<file path="src/rtl/md_pkg.sv">
// ----------------------------------------------------------------------------
// md_pkg
//
// Purpose:
//   Shared definitions for the multiply/divide datapath. The decoder, the
//   MD unit and the EX-stage issue controller use these so that all three
//   agree on what each MD op class means.
//
// Contents:
//   OP_*       4-bit MD op class carried down the pipeline
//   MDSEL_*    3-bit operation select presented to the MD unit
//   md_state_e IDLE/BUSY state of the shadow busy tracker
//   is_md()    op class touches the MD unit or HI/LO at all
//   is_start() op class launches a multi-cycle operation
//
// Op classes 9..15 are not defined and are treated exactly like OP_NONE.
// ----------------------------------------------------------------------------
package md_pkg;

    localparam logic [3:0] OP_NONE  = 4'd0;
    localparam logic [3:0] OP_MULT  = 4'd1;
    localparam logic [3:0] OP_MULTU = 4'd2;
    localparam logic [3:0] OP_DIV   = 4'd3;
    localparam logic [3:0] OP_DIVU  = 4'd4;
    localparam logic [3:0] OP_MTHI  = 4'd5;
    localparam logic [3:0] OP_MTLO  = 4'd6;
    localparam logic [3:0] OP_MFHI  = 4'd7;
    localparam logic [3:0] OP_MFLO  = 4'd8;

    localparam logic [2:0] MDSEL_NONE  = 3'd0;
    localparam logic [2:0] MDSEL_MULT  = 3'd1;
    localparam logic [2:0] MDSEL_MULTU = 3'd2;
    localparam logic [2:0] MDSEL_DIV   = 3'd3;
    localparam logic [2:0] MDSEL_DIVU  = 3'd4;
    localparam logic [2:0] MDSEL_MTHI  = 3'd5;
    localparam logic [2:0] MDSEL_MTLO  = 3'd6;

    typedef enum logic {
        ST_IDLE = 1'b0,
        ST_BUSY = 1'b1
    } md_state_e;

    // Any op that touches the MD unit or HI/LO (mult/div/mt*/mf*).
    function automatic logic is_md(input logic [3:0] op);
        return (op >= OP_MULT) && (op <= OP_MFLO);
    endfunction

    // Ops that launch a multi-cycle multiply or divide.
    function automatic logic is_start(input logic [3:0] op);
        return (op >= OP_MULT) && (op <= OP_DIVU);
    endfunction

    // Ops whose class maps directly onto an MDsel code (mult..mtlo).
    function automatic logic has_sel(input logic [3:0] op);
        return (op >= OP_MULT) && (op <= OP_MTLO);
    endfunction

    // Multiply-type starts use the shorter latency; divides use the longer one.
    function automatic logic is_mult(input logic [3:0] op);
        return (op == OP_MULT) || (op == OP_MULTU);
    endfunction

endpackage

</file>
<file path="src/rtl/md_busy_cnt.sv">
// ----------------------------------------------------------------------------
// md_busy_cnt
//
// Purpose:
//   Loadable down-counter that shadows the MD unit's internal latency. A load
//   puts the tracker into BUSY with the operation's cycle count; it then
//   counts down once per cycle and drops back to IDLE after the last busy
//   cycle. busy is high for exactly load_val cycles after the load edge.
//
// Ports:
//   clk       in   1      clock
//   reset     in   1      synchronous, active-high
//   load      in   1      start of a new operation (wins over counting down)
//   load_val  in   CNT_W  busy length of the new operation, must be >= 1
//   busy      out  1      registered, high while state is BUSY
// ----------------------------------------------------------------------------
module md_busy_cnt
    import md_pkg::*;
#(
    parameter int CNT_W = 4
) (
    input  logic             clk,
    input  logic             reset,
    input  logic             load,
    input  logic [CNT_W-1:0] load_val,
    output logic             busy
);

    md_state_e        state_q;
    md_state_e        state_d;
    logic [CNT_W-1:0] cnt_q;
    logic [CNT_W-1:0] cnt_d;

    // State and counter registers; reset returns to IDLE with an empty count
    // even if an operation was in flight.
    always_ff @(posedge clk) begin
        if (reset) begin
            state_q <= ST_IDLE;
            cnt_q   <= '0;
        end else begin
            state_q <= state_d;
            cnt_q   <= cnt_d;
        end
    end

    // A load always (re)starts the countdown, even mid-operation, so the
    // shadow stays aligned with the MD unit which also restarts on a start
    // pulse. Otherwise BUSY counts down and leaves on the cnt == 1 cycle.
    always_comb begin
        state_d = state_q;
        cnt_d   = cnt_q;
        if (load) begin
            state_d = ST_BUSY;
            cnt_d   = load_val;
        end else begin
            case (state_q)
                ST_IDLE: begin
                    cnt_d = '0;
                end
                ST_BUSY: begin
                    if (cnt_q == CNT_W'(1)) begin
                        state_d = ST_IDLE;
                        cnt_d   = '0;
                    end else begin
                        cnt_d = cnt_q - CNT_W'(1);
                    end
                end
                default: begin
                    state_d = ST_IDLE;
                    cnt_d   = '0;
                end
            endcase
        end
    end

    assign busy = (state_q == ST_BUSY);

endmodule

</file>
<file path="src/rtl/md_issue_ctrl.sv">
// ----------------------------------------------------------------------------
// md_issue_ctrl
//
// Purpose:
//   EX-stage issue/interlock controller sitting directly in front of the
//   multiply/divide unit. It decodes the E-stage MD op class into the unit's
//   start/MDsel/mfsel/operand inputs, keeps a shadow busy countdown matching
//   the unit's latency, and stalls D so no MD-class instruction leaves D
//   while an MD operation is in flight.
//
// Optional feature:
//   MD_PERF_CNT_EN  when defined, perf_stall_cnt counts stall_d cycles
//                   (saturating); when undefined it is tied to zero.
//
// Ports:
//   clk             in   1   clock
//   reset           in   1   synchronous, active-high
//   d_valid         in   1   D stage holds a real instruction
//   d_op            in   4   D-stage MD op class
//   e_valid         in   1   E stage holds a real instruction
//   e_op            in   4   E-stage MD op class
//   e_rs_val        in   32  forwarded rs value in E
//   e_rt_val        in   32  forwarded rt value in E
//   md_start        out  1   start pulse to the MD unit (comb)
//   md_sel          out  3   MDsel to the MD unit (comb)
//   md_mfsel        out  1   0 = read HI, 1 = read LO (comb)
//   md_a            out  32  operand A = e_rs_val (comb)
//   md_b            out  32  operand B = e_rt_val (comb)
//   busy            out  1   shadow busy (registered)
//   stall_d         out  1   freeze PC/IF/D and bubble E (comb)
//   protocol_err    out  1   sticky: MD op reached E while busy
//   perf_stall_cnt  out 32   MD stall-cycle count
// ----------------------------------------------------------------------------
module md_issue_ctrl
    import md_pkg::*;
#(
    parameter int MULT_CYCLES = 5,
    parameter int DIV_CYCLES  = 10,
    parameter int CNT_W       = 4
) (
    input  logic        clk,
    input  logic        reset,
    input  logic        d_valid,
    input  logic [3:0]  d_op,
    input  logic        e_valid,
    input  logic [3:0]  e_op,
    input  logic [31:0] e_rs_val,
    input  logic [31:0] e_rt_val,
    output logic        md_start,
    output logic [2:0]  md_sel,
    output logic        md_mfsel,
    output logic [31:0] md_a,
    output logic [31:0] md_b,
    output logic        busy,
    output logic        stall_d,
    output logic        protocol_err,
    output logic [31:0] perf_stall_cnt
);

    logic             e_md;
    logic [CNT_W-1:0] load_val;
    logic             protocol_err_q;

    // Issue decode. Only a valid E-stage instruction may select or start the
    // unit; undefined op classes fall through to MDSEL_NONE. mfsel only
    // steers the HI/LO read mux, so it follows e_op directly.
    always_comb begin
        md_start = 1'b0;
        md_sel   = MDSEL_NONE;
        e_md     = 1'b0;
        if (e_valid) begin
            md_start = is_start(e_op);
            e_md     = is_md(e_op);
            if (has_sel(e_op)) begin
                md_sel = e_op[2:0];
            end
        end
    end

    assign md_mfsel = (e_op == OP_MFLO);
    assign md_a     = e_rs_val;
    assign md_b     = e_rt_val;

    assign load_val = is_mult(e_op) ? CNT_W'(MULT_CYCLES) : CNT_W'(DIV_CYCLES);

    md_busy_cnt #(
        .CNT_W    (CNT_W)
    ) u_busy_cnt (
        .clk      (clk),
        .reset    (reset),
        .load     (md_start),
        .load_val (load_val),
        .busy     (busy)
    );

    // md_start is included so the D-stage op is held back in the same cycle
    // that a new operation launches, before busy has had a chance to rise.
    // Moves to/from HI/LO wait too, since HI/LO are undefined mid-operation.
    assign stall_d = d_valid & is_md(d_op) & (busy | md_start);

    // Any MD op reaching E while busy means the interlock was bypassed
    // upstream; latch it until reset for debug visibility.
    always_ff @(posedge clk) begin
        if (reset) begin
            protocol_err_q <= 1'b0;
        end else if (e_md && busy) begin
            protocol_err_q <= 1'b1;
        end
    end

    assign protocol_err = protocol_err_q;

`ifdef MD_PERF_CNT_EN
    logic [31:0] perf_q;

    // Stall-cycle counter; holds at all-ones rather than wrapping.
    always_ff @(posedge clk) begin
        if (reset) begin
            perf_q <= '0;
        end else if (stall_d && (perf_q != 32'hFFFF_FFFF)) begin
            perf_q <= perf_q + 32'd1;
        end
    end

    assign perf_stall_cnt = perf_q;
`else
    assign perf_stall_cnt = 32'd0;
`endif

endmodule

</file>
<file path="config.mk">
export PLATFORM = sky130hd
export DESIGN_NAME = md_issue_ctrl
export DESIGN_NICKNAME = d
export VERILOG_FILES = /design/src/rtl/md_pkg.sv /design/src/rtl/md_busy_cnt.sv /design/src/rtl/md_issue_ctrl.sv
export SDC_FILE = /design/constraint.sdc
export NUM_CORES = 1
export LEC_CHECK = 0
export ABC_AREA = 1
export CAP_MARGIN = 15
export CORE_UTILIZATION = 21
export CTS_CLUSTER_DIAMETER = 150
export DETAILED_ROUTE_END_ITERATION = 8
export GPL_TIMING_DRIVEN = 1
export PLACE_DENSITY = 0.82
export SYNTH_ARGS = -nofsm -noshare
export SYNTH_HDL_FRONTEND = slang
export SYNTH_SLANG_ARGS = --single-unit
</file>
<file path="constraint.sdc">
create_clock -name clk -period 1.05 [get_ports clk]
set_input_delay 0.1575 -clock clk [delete_from_list [all_inputs] [get_ports clk]]
set_output_delay 0.1575 -clock clk [all_outputs]
set_load 0.005 [all_outputs]
</file>
==> tab_implementation.tex, run 1 <==
\begin{tabular}{lr}
\hline
Metric & Value \\
\hline
\multicolumn{2}{l}{\textbf{Clock tree}} \\
\quad Root buffer cell & clkbuf\_8 \\
\quad TritonCTS clock tree & yes \\
\quad Count of H-tree levels built during CTS & 1 \\
\quad Clock Tree Buf Depth & 2 \\
\quad Clk\_lat worst skew & around 0.22 ns \\
\quad Hold-fix buffers, CTS & 0 \\
\quad Number of clock buffers inserted by TritonCTS & 3 \\
\quad Clk pin slew, worst setup/hold paths & roughly 0.030 ns \\
\quad Number of clock sinks & 6 \\
\multicolumn{2}{l}{\textbf{STA}} \\
\quad Setup TNS & -0.1074 ns \\
\quad Highest attainable clock frequency & 901.6 MHz \\
\quad Finish-stage setup viols & 3 \\
\quad Maximum clock skew at final layout & 0.0006523 ns \\
\quad Final Hold Vio Count & 0 \\
\quad Final critical delay including setup and external delays & about 1.1 ns \\
\quad Minimum setup slack in the final design & -0.05912 ns \\
\quad Setup repair after global routing missed its margin & true \\
\quad Worst-case hold slack & $\sim$0.32 ns \\
\quad Fraction of the cycle the final worst path needs & 105.6\% \\
\quad Number of max-slew violations in the final report & 0 \\
\multicolumn{2}{l}{\textbf{Die}} \\
\quad IO Pins & 180 \\
\quad Floorplan row count & 26 \\
\quad Horizontal die dimension & 76.60 µm \\
\quad Floorplan die area & between 5000 and 6000 µm² \\
\quad Placeable core region & 5238 µm² \\
\quad Starting Density & between 20 and 25\% \\
\quad Vert. Die Dim & approximately 77 µm \\
\multicolumn{2}{l}{\textbf{Synth}} \\
\quad Number of cells produced by synthesis & 166 \\
\quad Seq cells post-synth & 6 \\
\quad Synth area leader & buf\_4 \\
\quad Sequential-to-total area share from yosys stat & between 10\% and 20\% \\
\quad Distinct cells, synth & 19 \\
\quad YS warnings & 0 \\
\quad Leading post-synthesis cells by cell area & buf\_4 (62\%), dfxtp\_1 (10\%), nor2\_1 (4.2\%) \\
\quad Area share of the largest cell type after synthesis & between 60\% and 70\% \\
\quad Average size of a mapped cell & 7.040 µm² \\
\quad Cell area after synthesis & between 1000 and 1500 µm² \\
\multicolumn{2}{l}{\textbf{GRT}} \\
\quad Largest net degree at the start of global routing & 6 \\
\quad Total global-route track usage & about 7\% \\
\quad Overflow left after global routing & 0 \\
\quad First-pass GRT wire length & roughly 3100 µm \\
\quad Number of global-route vias before repair & $\sim$700 \\
\quad Initial antenna violation count & 0 \\
\multicolumn{2}{l}{\textbf{Setup path}} \\
\quad Required time of the critical path & about 1.2 ns \\
\quad Setup CP Type & reg2reg \\
\quad Startpoint type of the worst setup path & flip-flop \\
\quad Worst setup EP type & flip-flop \\
\quad Critical path fanouts, max & 4 \\
\quad Endpoint arrival time on the critical path & $\sim$1.2 ns \\
\multicolumn{2}{l}{\textbf{Hold path}} \\
\quad Hold Path Class & in2out \\
\multicolumn{2}{l}{\textbf{Layout}} \\
\quad Utilization after layout & between 20\% and 30\% \\
\quad Area occupied by multi-input gates & 513.0 µm² \\
\quad Ratio of cells with drive above 1 in the final layout & between 50 and 60\% \\
\quad Register area & roughly 130 µm² \\
\quad Count of inserted antenna diode cells & 0 \\
\quad Non-filler instance count after layout & $\sim$210 \\
\quad FILL cells & 575 \\
\quad Final Cell Area & around 1100 µm² \\
\quad Area overhead of the layout relative to synthesis & -4.068\% \\
\quad Post-layout net count & approximately 220 \\
\multicolumn{2}{l}{\textbf{Power}} \\
\quad Highest ir drop seen on vdd & approximately 0.00024 V \\
\quad Power Dens Cells & 827.8 nW/µm² \\
\quad Internal power contribution & 646.0 µW \\
\quad Switching power & approximately 280 µW \\
\quad Share of total power in sequential cells & between 20\% and 30\% \\
\quad Combinational group share of total power & approximately 36\% \\
\quad Clock power share & between 30\% and 40\% \\
\quad Sw Ratio & 30.40\% \\
\quad P\_leak & 0.5539 nW \\
\quad Overall Power & 928.1 µW \\
\multicolumn{2}{l}{\textbf{Placement}} \\
\quad Worst slack at placement & -0.8706 ns \\
\quad Cell area after placement & $\sim$940 µm² \\
\quad IO Port Bufs & 19 \\
\quad Weighted congestion reported at the end of routability-driven placement & 0.8073 \\
\quad Detailed Place HPWL & between 1500 and 2000 µm \\
\quad Inst Count DP & slightly above 200 \\
\multicolumn{2}{l}{\textbf{Run}} \\
\quad Number of maximum-capacitance violations & 0 \\
\multicolumn{2}{l}{\textbf{Routing}} \\
\quad Wire length after detailed routing & 2095 µm \\
\quad Total number of vias & approximately 750 \\
\quad Number of detailed-routing iterations run before antenna repair & 4 \\
\quad Initial DRC count & 24 \\
\quad Drt wl/cell & 9.882 µm \\
\quad DRC errors left & 0 \\
\quad Number of nets with antenna violations after detailed routing & 0 \\
\quad Routed vias/inst & between 3 and 4 \\
\multicolumn{2}{l}{\textbf{Status}} \\
\quad Violations in the final reports & negative setup slack \\
\quad Run status & finished, violations left \\
\hline
\end{tabular}
repair_timing:
action | CTS | global route
endpoints found under the hold margin | 0 | 0
endpoints found under the setup margin | 14 | 11
setup buffers | 4 | 2
gates resized for setup | 70 | 42
pin swaps | 8 | 22
registers in the layout, indices dropped and copies added (netlist names):
register,cells
u_busy_cnt.cnt_q,4
protocol_err,1
u_busy_cnt.busy,1
logic make-up after synthesis:
logic type / share of synthesized area (%)
simple gates: 16.92
flops: 10.28
xor+xnor: 0.7496
buf+inv: 65.53
fa+ha+maj: 2.141
other cells: 0.3209
compound gates: 4.068
power groups by stage:
stage	Combinational [mW]	Sequential [mW]	Clock, mW
after floorplan	0.412	0.254	0
after global placement	0.255	0.254	0
after detailed placement	0.262	0.255	0
after CTS	0.273	0.252	0.353
after global routing	0.362	0.258	0.360
final	0.330	0.256	0.343
cell type report:
class	count	share of cell area [%]
flip-flops and latches	6	11.16
inverters	12	4.353
clock buffers	3	3.683
multi-input cells	83	45.76
well taps	70	7.812
repair buffers	38	27.23
worst paths after layout:
path | startpoint | end | slack, ns | cells after the start
worst max-delay path | u_busy_cnt.cnt_q[1] | u_busy_cnt.cnt_q[3] | -0.06 | 7
worst min-delay path | e_rs_val[21] | md_a[21] | 0.32 | 0
worst min register to register | protocol_err | protocol_err | 0.46 | 2
worst max register to register | u_busy_cnt.cnt_q[1] | u_busy_cnt.cnt_q[3] | -0.06 | 7
Yosys cell counts, drive strengths merged:
| master | number |
|---|---|
| a21boi | 1 |
| a21oi | 5 |
| buf | 96 |
| conb | 1 |
| dfxtp | 6 |
| ha | 2 |
| inv | 12 |
| nand2 | 17 |
| nand3 | 3 |
| nand4 | 1 |
| nor2 | 15 |
| nor3 | 3 |
| o21ai | 3 |
| xnor2 | 1 |
critical path, stage by stage, from the launching register on:
cell and delay [ns]:
dfxtp_2 0.32, inv_2 0.08, ha_4 0.14, nand2_4 0.05, o21ai_4 0.19, nor2_1 0.07
nand2_1 0.09, a21oi_2 0.06
layer usage:
layer	global-route usage [%]	up-vias	part of all wire, %
met5	0	-	0
met4	8.654	0	9.3
met3	3.234	25	9.5
met2	11.53	59	52
met1	5.064	341	29
li1	-	329	-
cell usage in the layout, fill, tap and decap left out, types with 2 or more instances in the layout:
cell type | Yosys | final
a21oi_1 | 5 | 3
a21oi_2 | 0 | 2
buf_2 | 0 | 5
buf_4 | 96 | 18
buf_6 | 0 | 6
clkbuf_2 | 0 | 4
clkbuf_8 | 0 | 3
conb_1 | 1 | 32
dfxtp_1 | 6 | 4
dlygate4sd2_1 | 0 | 2
inv_1 | 10 | 5
inv_2 | 2 | 6
nand2_1 | 12 | 8
nand2_2 | 3 | 6
nand2_4 | 2 | 3
nand3_1 | 3 | 2
nor2_1 | 13 | 8
nor2_2 | 1 | 5
nor3_4 | 0 | 2
(Power assumes the default switching activity.)
==> run 2: changes to the inputs <==
--- a/config.mk
+++ b/config.mk
@@ -12,6 +12,7 @@
 export DETAILED_ROUTE_END_ITERATION = 8
 export GPL_TIMING_DRIVEN = 1
 export PLACE_DENSITY = 0.82
+export SKIP_CTS_REPAIR_TIMING = 1
 export SYNTH_ARGS = -nofsm -noshare
 export SYNTH_HDL_FRONTEND = slang
 export SYNTH_SLANG_ARGS = --single-unit
==> tab_implementation.tex, run 2 (synthesis gave the netlist of run 1 again) <==
\begin{tabular}{lr}
\hline
Metric & Value \\
\hline
\multicolumn{2}{l}{\textbf{Die}} \\
\quad Horizontal die dimension & 76.60 µm \\
\quad IO Pins & 180 \\
\quad Floorplan die area & about 5900 µm² \\
\quad Starting Density & approximately 22\% \\
\quad Floorplan row count & 26 \\
\quad Placeable core region & 5238 µm² \\
\quad Vert. Die Dim & $\sim$77 µm \\
\multicolumn{2}{l}{\textbf{Clock tree}} \\
\quad TritonCTS clock tree & yes \\
\quad Root buffer cell & clkbuf\_8 \\
\quad Count of H-tree levels built during CTS & 1 \\
\quad Clk\_lat worst skew & between 0.2 and 0.25 ns \\
\quad Number of clock buffers inserted by TritonCTS & 3 \\
\quad Number of clock sinks & 6 \\
\quad Clock Tree Buf Depth & 2 \\
\multicolumn{2}{l}{\textbf{Power}} \\
\quad Combinational group share of total power & roughly 36\% \\
\quad Power Dens Cells & about 800 nW/µm² \\
\quad Highest ir drop seen on vdd & around 0.00024 V \\
\quad P\_leak & roughly 0.68 nW \\
\quad Clock power share & 36.8\% \\
\quad Switching power & approximately 290 µW \\
\quad Sw Ratio & between 30\% and 40\% \\
\quad Internal power contribution & between 600 and 700 µW \\
\quad Share of total power in sequential cells & between 20\% and 30\% \\
\quad Overall Power & 939.8 µW \\
\multicolumn{2}{l}{\textbf{Layout}} \\
\quad Most frequent standard cell in the layout excluding fill and tap cells & conb\_1 \\
\quad Register with the most flip-flops & u\_busy\_cnt.cnt\_q \\
\quad Final Cell Area & 1172 µm² \\
\quad Area overhead of the layout relative to synthesis & 0.3208\% \\
\quad Count of inserted antenna diode cells & 0 \\
\quad Non-filler instance count after layout & 211 \\
\quad FILL cells & around 560 \\
\quad Highest-count cells in the layout ignoring fill and taps & conb\_1 (32), buf\_4 (19), dlymetal6s2s\_1 (11) \\
\quad Flip-flop count of the largest register after layout & 4 \\
\quad Post-layout net count & around 220 \\
\quad Ratio of cells with drive above 1 in the final layout & 45.39\% \\
\multicolumn{2}{l}{\textbf{Hold path}} \\
\quad Min-Delay Endpoint & md\_a[21] \\
\quad Hold Path Class & in2out \\
\quad Cell depth of the worst hold path & 0 \\
\quad Min-delay src & e\_rs\_val[21] \\
\multicolumn{2}{l}{\textbf{Placement}} \\
\quad IO Port Bufs & 19 \\
\quad Worst slack at placement & -0.8706 ns \\
\quad Detailed Place HPWL & about 1600 µm \\
\quad Inst Count DP & approximately 200 \\
\quad Weighted congestion reported at the end of routability-driven placement & $\sim$0.81 \\
\quad Cell area after placement & between 900 and 1000 µm² \\
\multicolumn{2}{l}{\textbf{Run}} \\
\quad Number of maximum-capacitance violations & 0 \\
\multicolumn{2}{l}{\textbf{STA}} \\
\quad Minimum setup slack in the final design & -0.1007 ns \\
\quad Finish-stage setup viols & 4 \\
\quad Number of max-slew violations in the final report & 0 \\
\quad Final critical delay including setup and external delays & $\sim$1.2 ns \\
\quad Worst-case hold slack & roughly 0.32 ns \\
\quad Fraction of the cycle the final worst path needs & 109.6\% \\
\quad Maximum clock skew at final layout & $\sim$0.00097 ns \\
\quad Setup repair after global routing missed its margin & true \\
\quad Final Hold Vio Count & 0 \\
\quad Highest attainable clock frequency & between 800 and 900 MHz \\
\multicolumn{2}{l}{\textbf{Routing}} \\
\quad Initial DRC count & 18 \\
\quad DRC errors left & 0 \\
\quad Wire length after detailed routing & approximately 2100 µm \\
\quad Total number of vias & around 740 \\
\quad Drt wl/cell & 10.09 µm \\
\quad Number of nets with antenna violations after detailed routing & 0 \\
\quad Number of detailed-routing iterations run before antenna repair & 2 \\
\quad Routed vias/inst & 3.493 \\
\multicolumn{2}{l}{\textbf{Setup path}} \\
\quad Worst-path cell chain & buf\_4 -> inv\_2 -> nand2\_2 -> nand2\_2 -> nand4\_1 -> a21oi\_2 -> buf\_2 \\
\quad Kind of cell adding the most delay to the critical path & simple AND/OR/NAND/NOR gates \\
\quad Endpoint arrival time on the critical path & 0.99 ns \\
\quad Startpoint type of the worst setup path & input pin \\
\quad R2R Path Start & u\_busy\_cnt.cnt\_q[1] \\
\quad Critical-path cell with the highest stage delay & nand4\_1 \\
\quad Terminus of the critical flop-to-flop path & u\_busy\_cnt.cnt\_q[2] \\
\quad CP peak stage delay & around 0.2 ns \\
\quad Reg-to-reg slack, setup & -0.04 ns \\
\quad Worst setup EP type & output port \\
\quad Critical path fanouts, max & 4 \\
\quad Reg2reg path depth & 7 \\
\quad Setup CP Type & in2out \\
\quad Count of buffering cells on the critical path with inverters included & 3 \\
\quad Required time of the critical path & 0.89 ns \\
\quad Most frequent CP cell & nand2\_2 \\
\multicolumn{2}{l}{\textbf{GRT}} \\
\quad Largest net degree at the start of global routing & 6 \\
\quad Number of global-route vias before repair & 684 \\
\quad First-pass GRT wire length & approximately 2900 µm \\
\quad Overflow left after global routing & 0 \\
\quad Total global-route track usage & $\sim$6.3\% \\
\quad Initial antenna violation count & 0 \\
\multicolumn{2}{l}{\textbf{Status}} \\
\quad Run status & finished, violations left \\
\quad Violations in the final reports & negative setup slack \\
\hline
\end{tabular}
-- run 2: cell count changes in the layout (fill, tap and decap cells not counted), sizes merged, moves of 2 or more --
| cell | before | now |
|---|---|---|
| dlymetal6s2s | 0 | 11 |
| buf | 30 | 24 |
| clkbuf | 7 | 4 |
| dlygate4sd2 | 2 | 0 |
-- run 2: power groups by stage --
stage               registers, mW  clock network (mW)  logic, mW
floorplan                   0.254                   0      0.412
CTS                         0.251               0.353      0.262
finish                      0.258               0.346      0.336
global route                0.259               0.360      0.369
global placement            0.254                   0      0.255
detailed placement          0.255                   0      0.262
-- run 2: cell type report --
cell class / count / area, µm² / area share [%]
clock buffers: 3 / 41.29 / 3.522
inverters: 12 / 47.55 / 4.056
multi-input cells: 83 / 526.8 / 44.93
flip-flops and latches: 6 / 126.4 / 10.78
well taps: 70 / 87.58 / 7.471
repair buffers: 37 / 342.8 / 29.24
-- run 2: layer usage --
| metal | share of wire [%] | up-vias | track usage, % | wire [µm] |
|---|---|---|---|---|
| met2 | 53 | 59 | 10.45 | 1133 |
| li1 | - | 326 | - | - |
| met5 | 0 | - | 0 | 0 |
| met4 | 9.1 | 0 | 8.846 | 193 |
| met1 | 28 | 327 | 4.348 | 596 |
| met3 | 9.6 | 25 | 3.353 | 205 |
-- run 2: metrics by stage --
step	utilization (%)	TNS, ns
final	22.38	-0.1897
after global routing	22.38	-0.5218
after CTS	18.73	-6.545
after detailed placement	17.94	-7.454
after global placement	17.94	-7.277
after floorplan	-	0
-- run 2: worst max-delay path by stage --
stage                              from  slack (ns)  cells past startpoint                   to
CTS                             e_op[1]       -0.87                      6              stall_d
detailed placement              e_op[2]       -0.87                      6              stall_d
global placement                e_op[2]       -0.87                      6              stall_d
floorplan           u_busy_cnt.cnt_q[1]        0.04                      7  u_busy_cnt.cnt_q[3]
global route                    e_op[0]       -0.19                      7              stall_d
finish                          e_op[0]       -0.10                      7              stall_d
-- run 2: worst reg2reg max path: cells and delay by family (launching register included) --
family / cells / cell delay, ns
simple gates: 4 / 0.26
buf+inv: 1 / 0.08
flops: 1 / 0.32
fa+ha+maj: 1 / 0.14
compound gates: 1 / 0.19
